<file path="src/rtl/note_recorder_pkg.sv">
// Shared widths, mode codes and FSM state encoding for the note recorder.
package note_recorder_pkg;

    localparam int OCTAVE_BITS   = 3;
    localparam int NOTE_BITS     = 3;
    localparam int LENGTH_BITS   = 3;
    localparam int REC_MODE_BITS = 2;

    localparam logic [REC_MODE_BITS-1:0] REC_IDLE = 2'd0;
    localparam logic [REC_MODE_BITS-1:0] REC_REC  = 2'd1;
    localparam logic [REC_MODE_BITS-1:0] REC_PLAY = 2'd2;

    typedef enum logic [2:0] {
        ST_IDLE,
        ST_REC,
        ST_FETCH,
        ST_START,
        ST_ACK,
        ST_DONE
    } rec_state_e;

    function automatic logic [REC_MODE_BITS-1:0] mode_of(rec_state_e s);
        case (s)
            ST_IDLE: return REC_IDLE;
            ST_REC:  return REC_REC;
            default: return REC_PLAY;
        endcase
    endfunction

endpackage

</file>
<file path="src/rtl/note_recorder_if.sv">
// Capture-side and tone-generator-side tuple signals of the note recorder.
interface note_recorder_if
    import note_recorder_pkg::*;
#(
    parameter int OCT_W  = OCTAVE_BITS,
    parameter int NOTE_W = NOTE_BITS,
    parameter int LEN_W  = LENGTH_BITS
) ();

    logic              cap_valid;
    logic [OCT_W-1:0]  cap_octave;
    logic [NOTE_W-1:0] cap_note;
    logic [LEN_W-1:0]  cap_length;

    logic              snd_over;
    logic              snd_start;
    logic [OCT_W-1:0]  snd_octave;
    logic [NOTE_W-1:0] snd_note;
    logic [LEN_W-1:0]  snd_length;

    // master: key-capture stage plus tone generator; slave: the recorder
    modport master (
        output cap_valid, cap_octave, cap_note, cap_length, snd_over,
        input  snd_start, snd_octave, snd_note, snd_length
    );

    modport slave (
        input  cap_valid, cap_octave, cap_note, cap_length, snd_over,
        output snd_start, snd_octave, snd_note, snd_length
    );

endinterface

</file>
<file path="src/rtl/note_recorder_ram.sv">
// Single-port note buffer: synchronous write, registered read with 1-cycle latency.
module note_ram #(
    parameter int DEPTH = 64,
    parameter int AW    = 6,
    parameter int W     = 9
) (
    input  logic          clk,
    input  logic          we_i,
    input  logic          re_i,
    input  logic [AW-1:0] addr_i,
    input  logic [W-1:0]  wdata_i,
    output logic [W-1:0]  rdata_o
);

    logic [W-1:0] mem_q [DEPTH];
    logic [W-1:0] rdata_q;

    // Read data only changes on a read, so it doubles as the playback hold register.
    always_ff @(posedge clk) begin
        if (we_i) begin
            mem_q[addr_i] <= wdata_i;
        end
        if (re_i) begin
            rdata_q <= mem_q[addr_i];
        end
    end

    assign rdata_o = rdata_q;

endmodule

</file>
<file path="src/rtl/note_recorder.sv">
// Record/playback buffer feeding the tone generator in free mode.
// Build option: define RECORDER_LOOP_EN to repeat playback at end-of-buffer.
//
// state    | meaning
// IDLE     | no activity, snd_* cleared
// REC      | storing each captured tuple
// FETCH    | reading slot rd_ptr
// START    | snd_start pulse, tuple presented
// ACK      | waiting for generator to go busy
// DONE     | waiting for generator to finish
module note_recorder
    import note_recorder_pkg::*;
#(
    parameter int   DEPTH  = 64,
    parameter int   OCT_W  = OCTAVE_BITS,
    parameter int   NOTE_W = NOTE_BITS,
    parameter int   LEN_W  = LENGTH_BITS,
    localparam int  CNT_W  = $clog2(DEPTH + 1)
) (
    input  logic                     clk,
    input  logic                     rst,
    input  logic                     en_i,
    input  logic                     rec_key_i,
    input  logic                     play_key_i,
    input  logic                     stop_key_i,
    note_recorder_if.slave           bus,
    output logic [REC_MODE_BITS-1:0] mode_o,
    output logic [CNT_W-1:0]         count_o,
    output logic                     full_o,
    output logic                     empty_o
);

    localparam int AW = (DEPTH > 1) ? $clog2(DEPTH) : 1;
    localparam int W  = OCT_W + NOTE_W + LEN_W;

    rec_state_e       state_q;
    logic [CNT_W-1:0] count_q;
    logic [CNT_W-1:0] rd_ptr_q;
    logic             snd_start_q;
    logic             snd_vld_q;

    logic             cmd_idle;
    logic             cmd_rec;
    logic             cmd_play;
    logic             cmd_none;
    logic             cap_we;
    logic             rd_en;
    logic [CNT_W-1:0] rd_next;
    logic [AW-1:0]    ram_addr;
    logic [W-1:0]     ram_wdata;
    logic [W-1:0]     ram_rdata;

    always_comb begin
        cmd_idle = !en_i || stop_key_i;
        cmd_rec  = !cmd_idle && rec_key_i;
        cmd_play = !cmd_idle && !rec_key_i && play_key_i
                   && (state_q == ST_IDLE || state_q == ST_REC)
                   && (count_q != '0);
        cmd_none = !cmd_idle && !cmd_rec && !cmd_play;
    end

    assign full_o  = (count_q == CNT_W'(DEPTH));
    assign empty_o = (count_q == '0);
    assign count_o = count_q;
    assign mode_o  = mode_of(state_q);

    // While recording the write pointer always equals count, so count addresses the write.
    assign cap_we    = cmd_none && (state_q == ST_REC) && bus.cap_valid && !full_o;
    assign rd_en     = cmd_none && (state_q == ST_FETCH);
    assign ram_addr  = rd_en ? rd_ptr_q[AW-1:0] : count_q[AW-1:0];
    assign ram_wdata = {bus.cap_octave, bus.cap_note, bus.cap_length};
    assign rd_next   = rd_ptr_q + CNT_W'(1);

    note_ram #(
        .DEPTH (DEPTH),
        .AW    (AW),
        .W     (W)
    ) u_ram (
        .clk     (clk),
        .we_i    (cap_we),
        .re_i    (rd_en),
        .addr_i  (ram_addr),
        .wdata_i (ram_wdata),
        .rdata_o (ram_rdata)
    );

    always_ff @(posedge clk or posedge rst) begin
        if (rst) begin
            state_q     <= ST_IDLE;
            count_q     <= '0;
            rd_ptr_q    <= '0;
            snd_start_q <= 1'b0;
            snd_vld_q   <= 1'b0;
        end else begin
            snd_start_q <= 1'b0;
            if (cmd_idle) begin
                state_q   <= ST_IDLE;
                snd_vld_q <= 1'b0;
            end else if (cmd_rec) begin
                count_q  <= '0;
                rd_ptr_q <= '0;
                state_q  <= ST_REC;
            end else if (cmd_play) begin
                rd_ptr_q <= '0;
                state_q  <= ST_FETCH;
            end else begin
                case (state_q)
                    ST_REC: begin
                        if (cap_we) begin
                            count_q <= count_q + CNT_W'(1);
                        end
                    end
                    ST_FETCH: begin
                        state_q     <= ST_START;
                        snd_start_q <= 1'b1;
                        snd_vld_q   <= 1'b1;
                    end
                    ST_START: state_q <= ST_ACK;
                    ST_ACK: begin
                        if (!bus.snd_over) begin
                            state_q <= ST_DONE;
                        end
                    end
                    ST_DONE: begin
                        if (bus.snd_over) begin
                            if (rd_next < count_q) begin
                                rd_ptr_q <= rd_next;
                                state_q  <= ST_FETCH;
                            end else begin
`ifdef RECORDER_LOOP_EN
                                rd_ptr_q <= '0;
                                state_q  <= ST_FETCH;
`else
                                state_q   <= ST_IDLE;
                                snd_vld_q <= 1'b0;
`endif
                            end
                        end
                    end
                    default: state_q <= ST_IDLE;
                endcase
            end
        end
    end

    assign bus.snd_start = snd_start_q;
    assign {bus.snd_octave, bus.snd_note, bus.snd_length} = snd_vld_q ? ram_rdata : '0;

endmodule
</file>
<file path="src/flat_wrapper.sv">
// flat-port wrapper written by rule: the top's interface ports become plain ports
module note_recorder_flat import note_recorder_pkg::*;
#(
    parameter int   DEPTH  = 64,
    parameter int   OCT_W  = OCTAVE_BITS,
    parameter int   NOTE_W = NOTE_BITS,
    parameter int   LEN_W  = LENGTH_BITS,
    localparam int  CNT_W  = $clog2(DEPTH + 1)
)
  (clk, rst, en_i, rec_key_i, play_key_i, stop_key_i, mode_o, count_o, full_o, empty_o, bus_cap_valid, bus_cap_octave, bus_cap_note, bus_cap_length, bus_snd_over, bus_snd_start, bus_snd_octave, bus_snd_note, bus_snd_length);
  note_recorder_if #(.OCT_W(OCT_W), .NOTE_W(NOTE_W), .LEN_W(LEN_W)) bus_i ();
  input  logic clk;
  input  logic rst;
  input  logic en_i;
  input  logic rec_key_i;
  input  logic play_key_i;
  input  logic stop_key_i;
  output logic [REC_MODE_BITS-1:0] mode_o;
  output logic [CNT_W-1:0] count_o;
  output logic full_o;
  output logic empty_o;
  input wire logic [$bits(bus_i.cap_valid)-1:0] bus_cap_valid;
  input wire logic [$bits(bus_i.cap_octave)-1:0] bus_cap_octave;
  input wire logic [$bits(bus_i.cap_note)-1:0] bus_cap_note;
  input wire logic [$bits(bus_i.cap_length)-1:0] bus_cap_length;
  input wire logic [$bits(bus_i.snd_over)-1:0] bus_snd_over;
  output wire logic [$bits(bus_i.snd_start)-1:0] bus_snd_start;
  output wire logic [$bits(bus_i.snd_octave)-1:0] bus_snd_octave;
  output wire logic [$bits(bus_i.snd_note)-1:0] bus_snd_note;
  output wire logic [$bits(bus_i.snd_length)-1:0] bus_snd_length;
  assign bus_i.cap_valid = bus_cap_valid;
  assign bus_i.cap_octave = bus_cap_octave;
  assign bus_i.cap_note = bus_cap_note;
  assign bus_i.cap_length = bus_cap_length;
  assign bus_i.snd_over = bus_snd_over;
  assign bus_snd_start = bus_i.snd_start;
  assign bus_snd_octave = bus_i.snd_octave;
  assign bus_snd_note = bus_i.snd_note;
  assign bus_snd_length = bus_i.snd_length;
  note_recorder #(.DEPTH(DEPTH), .OCT_W(OCT_W), .NOTE_W(NOTE_W), .LEN_W(LEN_W)) u_core (.clk(clk), .rst(rst), .en_i(en_i), .rec_key_i(rec_key_i), .play_key_i(play_key_i), .stop_key_i(stop_key_i), .bus(bus_i), .mode_o(mode_o), .count_o(count_o), .full_o(full_o), .empty_o(empty_o));
endmodule
</file>
<file path="config.mk">
export PLATFORM = sky130hd
export DESIGN_NAME = note_recorder_flat
export DESIGN_NICKNAME = d
export VERILOG_FILES = /design/src/rtl/note_recorder_pkg.sv /design/src/rtl/note_recorder_if.sv /design/src/rtl/note_recorder_ram.sv /design/src/rtl/note_recorder.sv /design/src/flat_wrapper.sv
export SDC_FILE = /design/constraint.sdc
export NUM_CORES = 1
export LEC_CHECK = 0
export CAP_MARGIN = 20
export CORE_UTILIZATION = 30
export DETAILED_ROUTE_END_ITERATION = 10
export PLACE_DENSITY = 0.53
export SETUP_SLACK_MARGIN = 0.1
export SLEW_MARGIN = 30
export SYNTH_ARGS = -nofsm -noshare
export SYNTH_HDL_FRONTEND = slang
export SYNTH_SLANG_ARGS = --single-unit
export TNS_END_PERCENT = 10
</file>
<file path="constraint.sdc">
create_clock -name clk -period 4.7 [get_ports clk]
set_clock_uncertainty 0.05 [all_clocks]
set_input_delay 1.41 -clock clk [delete_from_list [all_inputs] [get_ports clk]]
set_output_delay 1.41 -clock clk [all_outputs]
set_load 0.005 [all_outputs]
</file>
==> results of run 1 <==
==> kinds of logic after synthesis <==
group	synth area share [%]
xor+xnor	0.298
simple gates	6.10
flops	76.8
mux	1.43
compound gates	12.9
buf+inv	1.94
fa+ha+maj	0.480
==> layout by cell type (no fill, tap or decap), types with 19 or more instances in the layout <==
master           netlist  routed
a21oi_1               54      53
a221o_1               30      30
a221oi_1              30      30
a222oi_1              19      19
a22o_1                38      38
a22oi_1              115     115
a31oi_1               34      33
buf_12                 0      24
buf_4                  3     268
clkbuf_16              0      70
clkdlybuf4s50_1        0      28
clkinv_1               2      23
dfrtp_1               19      19
edfxtp_1             585     585
nand2_1              134     134
nor2_1                91      91
o21ai_0               24      22
==> per-stage QoR <==
step | instance area [sq um] | TNS, ns
6_report | 29500 | 0
5_1_grt | 29500 | 0
4_1_cts | 29500 | 0
3_5_place_dp | 27400 | -8.26
3_3_place_gp | 27300 | -36.70
2_1_floorplan | 23500 | 0
==> worst max-delay path, delay by kind of cell <==
kind / cells / cell delay [ns]
compound gates: 4 / 0.89
buf+inv: 5 / 1.38
simple gates: 4 / 1.16
==> area by class of cell <==
class | instances | share of cell area, %
Clock inverter | 39 | 1.08
Clock buffer | 79 | 6.06
Multi-Input combinational cell | 767 | 17.5
Sequential cell | 604 | 61.2
Timing Repair Buffer | 326 | 9.53
Inverter | 16 | 0.204
Tap cell | 1040 | 4.41
==> where the power goes <==
group | internal (mW) | switching (mW) | total (mW)
registers | 5.90 | 0.00217 | 5.91
clock network | 2.94 | 2.12 | 5.05
logic | 0.116 | 0.227 | 0.343
total | 8.96 | 2.34 | 11.3
==> repair_timing <==
action                                 in CTS  in global routing
hold buffers                                0                  0
setup endpoints to repair                   3                  3
gates cloned                                0                  0
gates resized for setup                     1                  4
endpoints found under the hold margin       0                  0
pin swaps                                   0                  0
==> Yosys cell counts, types with 9 or more instances <==
library cell / count
a21oi_1: 54
a221o_1: 30
a221oi_1: 30
a222oi_1: 19
a22o_1: 38
a22oi_1: 115
a31oi_1: 34
and2_1: 10
buf_2: 26
clkbuf_1: 51
dfrtp_1: 19
edfxtp_1: 585
ha_1: 9
inv_1: 13
mux2_2: 16
mux2i_1: 13
nand2_1: 134
nand3_1: 10
nor2_1: 91
nor3_1: 18
o21ai_0: 24
o22ai_1: 11
or4_1: 10
==> worst max path at each step <==
stage / start / end / slack, ns / cells past startpoint
final: rec_key_i / u_core.u_ram.rdata_o[8] / 0.15 / 13
after global routing: rec_key_i / u_core.u_ram.rdata_o[8] / 0.02 / 13
after CTS: rec_key_i / u_core.u_ram.rdata_o[0] / 0.007 / 14
after detailed placement: rec_key_i / u_core.u_ram.rdata_o[1] / -0.70 / 10
after global placement: rec_key_i / u_core.u_ram.rdata_o[1] / -0.70 / 10
after floorplan: rec_key_i / u_core.u_ram.mem_q[10][0] / 0.38 / 8
==> sequential cells by signal, indices dropped and copies added (netlist names) <==
name	cells
u_core.u_ram.rdata_o	9
u_core.state_q	3
u_core.bus.snd_start	1
u_core.rd_ptr_q	7
u_core.u_ram.mem_q	576
u_core.count_o	7
u_core.snd_vld_q	1
==> routing by layer <==
metal	track usage [%]	wire length [um]	up-vias
li1	-	-	6580
met1	25.9	32000	7800
met2	28.6	33200	664
met3	4.44	6460	103
met4	5.42	1790	2
met5	0	13	-
==> flow_summary_export.csv, run 1 <==
group,metric,value,unit
timing,hold_ws,0.486,ns
routing,drc,0,
yosys,synth_top_area_share,74.8,%
yosys,synthTopCellsByArea,"edfxtp_1 75%, a22oi_1 3.7%, nand2_1 2.1%",
global_route,grt_pass1_vias,14900,
yosys,seq_area_frac_synth,76.8,%
placement,io_buffer_count,37,
hold_path,worstHoldEndpoint,"u_core.rd_ptr_q[6]",
clock_network,clkTransAtPathRegs,0.06,ns
floorplan,die_x,282,um
yosys,netlist_instances,1477,
final_layout,area_growth,25.6,%
routing,vias,15100,
floorplan,floorplan.initialDensity,30.3,%
setup_path,arrival,4.85,ns
placement,place.gp.congestion,0.871,
placement,hpwl,49.2,mm
clock_network,post_cts_buffers,0,
timing,layout_setup_ws,0.155,ns
clock_network,cts_tree,"done",
timing,slew_headroom,36.7,%
power,power_density,383,nW/um^2
clock_network,root_buffer,"clkbuf_16",
yosys,avgSynthCellArea,15.9,sq um
clock_network,cts.path.max_buffers,3,
final_layout,final_nets,1808,
clock_network,htree_levels,3,
timing,final_hold_viol_count,0,
yosys,syn-num-nets,1503,
routing,drt-total-wl,73.4,mm
global_route,grt_overflow,0,
clock_network,numCtsBuffers,67,
setup_path,cp_slowest_stage_delay,0.53,ns
setup_path,r2r_cells,12,
final_layout,layout.cells.non_filler,2871,
routing,viasPerCell,5.28,
global_route,antenna_found_initial,5,
placement,dp_slack,-0.704,ns
setup_path,reg2reg_to,"u_core.u_ram.rdata_o[8]",
hold_path,worstHoldStart,"u_core.rd_ptr_q[6]",
placement,dp_cells,2753,
floorplan,ios,38,
hold_path,holdPathStages,1,
outcome,status,"finished clean",
setup_path,crit_type,"in2reg",
routing,drtIter0Drc,1803,
yosys,synth.distinct_cells,67,
final_layout,utilization,38.1,%
yosys,synth_edf_count,585,
routing,wl_per_cell,25.6,um
setup_path,reg2reg_from,"u_core.state_q[1]",
final_layout,drive_gt1_share,23.8,%
timing,worstMarginPinSlew,0.949,ns
power,peakVddDrop,0.248,mV
yosys,yosysWarnings,0,
setup_path,worstPathCellList,"clkdlybuf4s50_1, nor3b_2, nand2_4, inv_2, buf_4, nor2_1, a21oi_2, buf_4, a21oi_1, a2111oi_1, buf_4, o22ai_1, or4_1",
yosys,synthArstFlopShare,3.15,%
setup_path,worstSetupEndpointType,"register",
floorplan,rows,102,
power,leakage,10.0,nW
final_layout,n_antenna_cell,0,
final_layout,seqCellArea,18000,sq um
clock_network,clkLatencyLatePin,0.61,ns
floorplan,die_h,282,um
routing,ant_nets,0,
run,cap_viol_max_count,0,
global_route,grt_usage,18.5,%
timing,min_period_over_period,96.7,%
yosys,yosysTopAreaCell,"edfxtp_1",
timing,final-max-slew-violation-count,0,
global_route,grt_pass1_wl,105,mm
yosys,synth_seq_cells,604,
setup_path,crit_required,5.00,ns
final_layout,filler_cell_count,7185,
power,power,11.3,mW
timing,rsz0062_at_grt,"true",
clock_network,clock-sinks,604,
setup_path,reg2reg_setup_slack,0.82,ns
setup_path,cp_common_cell,"buf_4",
floorplan,dieArea,79400,sq um
setup_path,critPathSlowestCell,"a2111oi_1",
hold_path,hold_path.class,"reg2reg",
routing,first_pass_iters,6,
timing,min_period,4.55,ns
setup_path,critPathMaxFanout,7,
final_layout,multiInputGateArea,5160,sq um
yosys,syn_area,23500,sq um
timing,setup_viol,0,
global_route,grt_max_degree,51,
yosys,synth_top_flop_cell,"edfxtp_1",
timing,fmax,220,MHz
setup_path,startpoint_type,"primary input",
floorplan,core,77500,sq um
Note: power is estimated with default switching activity, not from simulation.
==> inputs of run 2 (changes only) <==
Settings changed: GPL_TIMING_DRIVEN set to 1, PLACE_DENSITY 0.53 to unset, SETUP_SLACK_MARGIN 0.1 to 0.3.
==> run 2 against run 1 <==
Net effect: non-clock buffer count decreased by 33; count of clock-buffer cells in the layout down 12; register-to-register slack better by 0.07 ns; utilization fell by 0.38 points; critical path depth decreased by 1; power shrank 1.8%; sequential share of layout area is 0.62 points higher; sequential power hardly changed; clock power fell by 4.2%; critical path type unchanged; critical endpoint is now u_core.u_ram.rdata_o[5]; largest cell class unchanged; largest power group unchanged.
==> flow_summary_export.csv, run 2 (synthesis results as in run 1) <==
group,metric,value,unit
outcome,status,"finished clean",
global_route,grt_pass1_wl,103,mm
placement,placed_area,27100,sq um
clock_network,cts.path.max_buffers,3,
timing,worstMarginPinSlew,1.06,ns
routing,viasPerCell,5.39,
timing,final-max-slew-violation-count,0,
timing,setup_viol,0,
final_layout,drive_gt1_share,23.7,%
power,intPower,8.74,mW
placement,dp_cells,2716,
final_layout,largest_reg_flops,576,
final_layout,largest-register,"u_core.u_ram.mem_q",
routing,drtIter0Drc,2115,
floorplan,die_x,282,um
timing,layout_setup_ws,0.308,ns
timing,slew_headroom,29.4,%
timing,final_hold_viol_count,0,
power,leakage,9.79,nW
setup_path,reg2reg_setup_slack,0.89,ns
routing,drt-total-wl,70.9,mm
placement,hpwl,47.9,mm
power,pwr-share-comb,3.1,%
routing,drc,0,
setup_path,startpoint_type,"primary input",
setup_path,reg2reg_to,"u_core.u_ram.rdata_o[7]",
final_layout,area_growth,24.3,%
setup_path,crit_end,"u_core.u_ram.rdata_o[5]",
clock_network,clkLatencyLatePin,0.64,ns
placement,io_buffer_count,37,
global_route,grt_overflow,0,
clock_network,root_buffer,"clkbuf_16",
global_route,grt_use_met1,25.3,%
floorplan,die_h,282,um
clock_network,numCtsBuffers,61,
power,swShare,21.2,%
power,seq_power_share,53.2,%
final_layout,post-route-cell-area,29200,sq um
power,power_density,380,nW/um^2
clock_network,htree_levels,2,
floorplan,floorplan.initialDensity,30.3,%
final_layout,n_antenna_cell,0,
floorplan,rows,102,
timing,min_period,4.39,ns
setup_path,worstSetupEndpointType,"register",
routing,wl_per_cell,25.0,um
routing,vias,15300,
final_layout,layout.cells.non_filler,2831,
setup_path,crit_type,"in2reg",
routing,first_pass_iters,5,
timing,min_period_over_period,93.5,%
final_layout,final_nets,1769,
setup_path,reg2reg_from,"u_core.state_q[1]",
global_route,grtUsageMet2,27.6,%
timing,fmax,228,MHz
power,switchingPower,2.35,mW
global_route,grt_usage,17.8,%
hold_path,hold_path.class,"reg2reg",
final_layout,most-common-layout-cells,"585 x edfxtp_1, 236 x buf_4, 134 x nand2_1, 115 x a22oi_1, 77 x nor2_1",
timing,rsz0062_at_grt,"true",
clock_network,clkTransAtPathRegs,0.07,ns
global_route,grt_max_degree,51,
setup_path,arrival,4.73,ns
clock_network,cts_tree,"done",
global_route,grt_pass1_vias,14800,
setup_path,r2r_cells,10,
final_layout,final_common_cell,"edfxtp_1",
power,power,11.1,mW
clock_network,clock-sinks,604,
floorplan,dieArea,79400,sq um
setup_path,cp-startpoint,"rec_key_i",
setup_path,crit_required,5.04,ns
global_route,antenna_found_initial,4,
global_route,use_met3,3.17,%
hold_path,worstHoldStart,"u_core.rd_ptr_q[6]",
setup_path,critPathMaxFanout,12,
global_route,grt-busiest-layer,"met2",
floorplan,core,77500,sq um
power,pwr-share-clk,43.7,%
routing,ant_nets,0,
placement,place.gp.congestion,0.944,
power,peakVddDrop,0.305,mV
placement,dp_slack,-0.795,ns
final_layout,utilization,37.7,%
floorplan,ios,38,
run,cap_viol_max_count,0,
-- run 2: through the flow --
| stage | setup TNS (ns) | hold slack (ns) |
|---|---|---|
| floorplan | 0 | 0.444 |
| global placement | -33.06 | 0.471 |
| detailed placement | -46.24 | 0.467 |
| CTS | 0 | 0.486 |
| global route | 0 | 0.532 |
| finish | 0 | 0.485 |
-- run 2: final cells by class --
class | count | area (sq um)
clock inverters | 44 | 450
repair buffers | 293 | 2560
fillers | 7168 | 48300
multi-input cells | 767 | 5220
clock buffers | 67 | 1550
well taps | 1040 | 1300
inverters | 16 | 65.1
flip-flops and latches | 604 | 18000
-- run 2: timing repair --
item                       4_1_cts  5_1_grt
gates resized for setup          5        6
pin swaps                        1        3
buffers inserted                 1        3
hold buffers                     0        0
setup endpoints to repair        7        7
-- run 2: worst max-delay path, cell delays in order --
cell and delay [ns]:
clkdlybuf4s50_1 0.47, nor3b_4 0.38, buf_4 0.19, nand3_1 0.11, a21boi_4 0.23, buf_4 0.23, buf_12 0.16, a221o_1 0.26
nand2_1 0.07, a31oi_1 0.07, or4_1 0.62, or4_1 0.52
-- run 2: layer usage --
metal | part of all wire (%) | up-vias | wire length [um]
met5 | 0 | - | 0
met2 | 45 | 830 | 32200
li1 | - | 6513 | -
met4 | 2.5 | 0 | 1790
met3 | 9.7 | 105 | 6880
met1 | 42 | 7804 | 30000
-- run 2: power groups by stage --
| stage | sequential, mW | combinational [mW] | clock (mW) |
|---|---|---|---|
| 2_1_floorplan | 6.02 | 0.120 | 0 |
| 3_3_place_gp | 6.02 | 0.335 | 0 |
| 3_5_place_dp | 6.02 | 0.343 | 0 |
| 4_1_cts | 5.90 | 0.345 | 4.90 |
| 5_1_grt | 5.90 | 0.368 | 5.09 |
| 6_report | 5.90 | 0.347 | 4.84 |
-- run 2: worst min path at each step --
stage / to / slack, ns / depth (start not counted)
CTS: u_core.rd_ptr_q[6] / 0.49 / 1
floorplan: u_core.rd_ptr_q[6] / 0.44 / 1
detailed placement: u_core.rd_ptr_q[6] / 0.47 / 1
global route: u_core.rd_ptr_q[6] / 0.53 / 1
finish: u_core.rd_ptr_q[6] / 0.48 / 1
global placement: u_core.rd_ptr_q[6] / 0.47 / 1
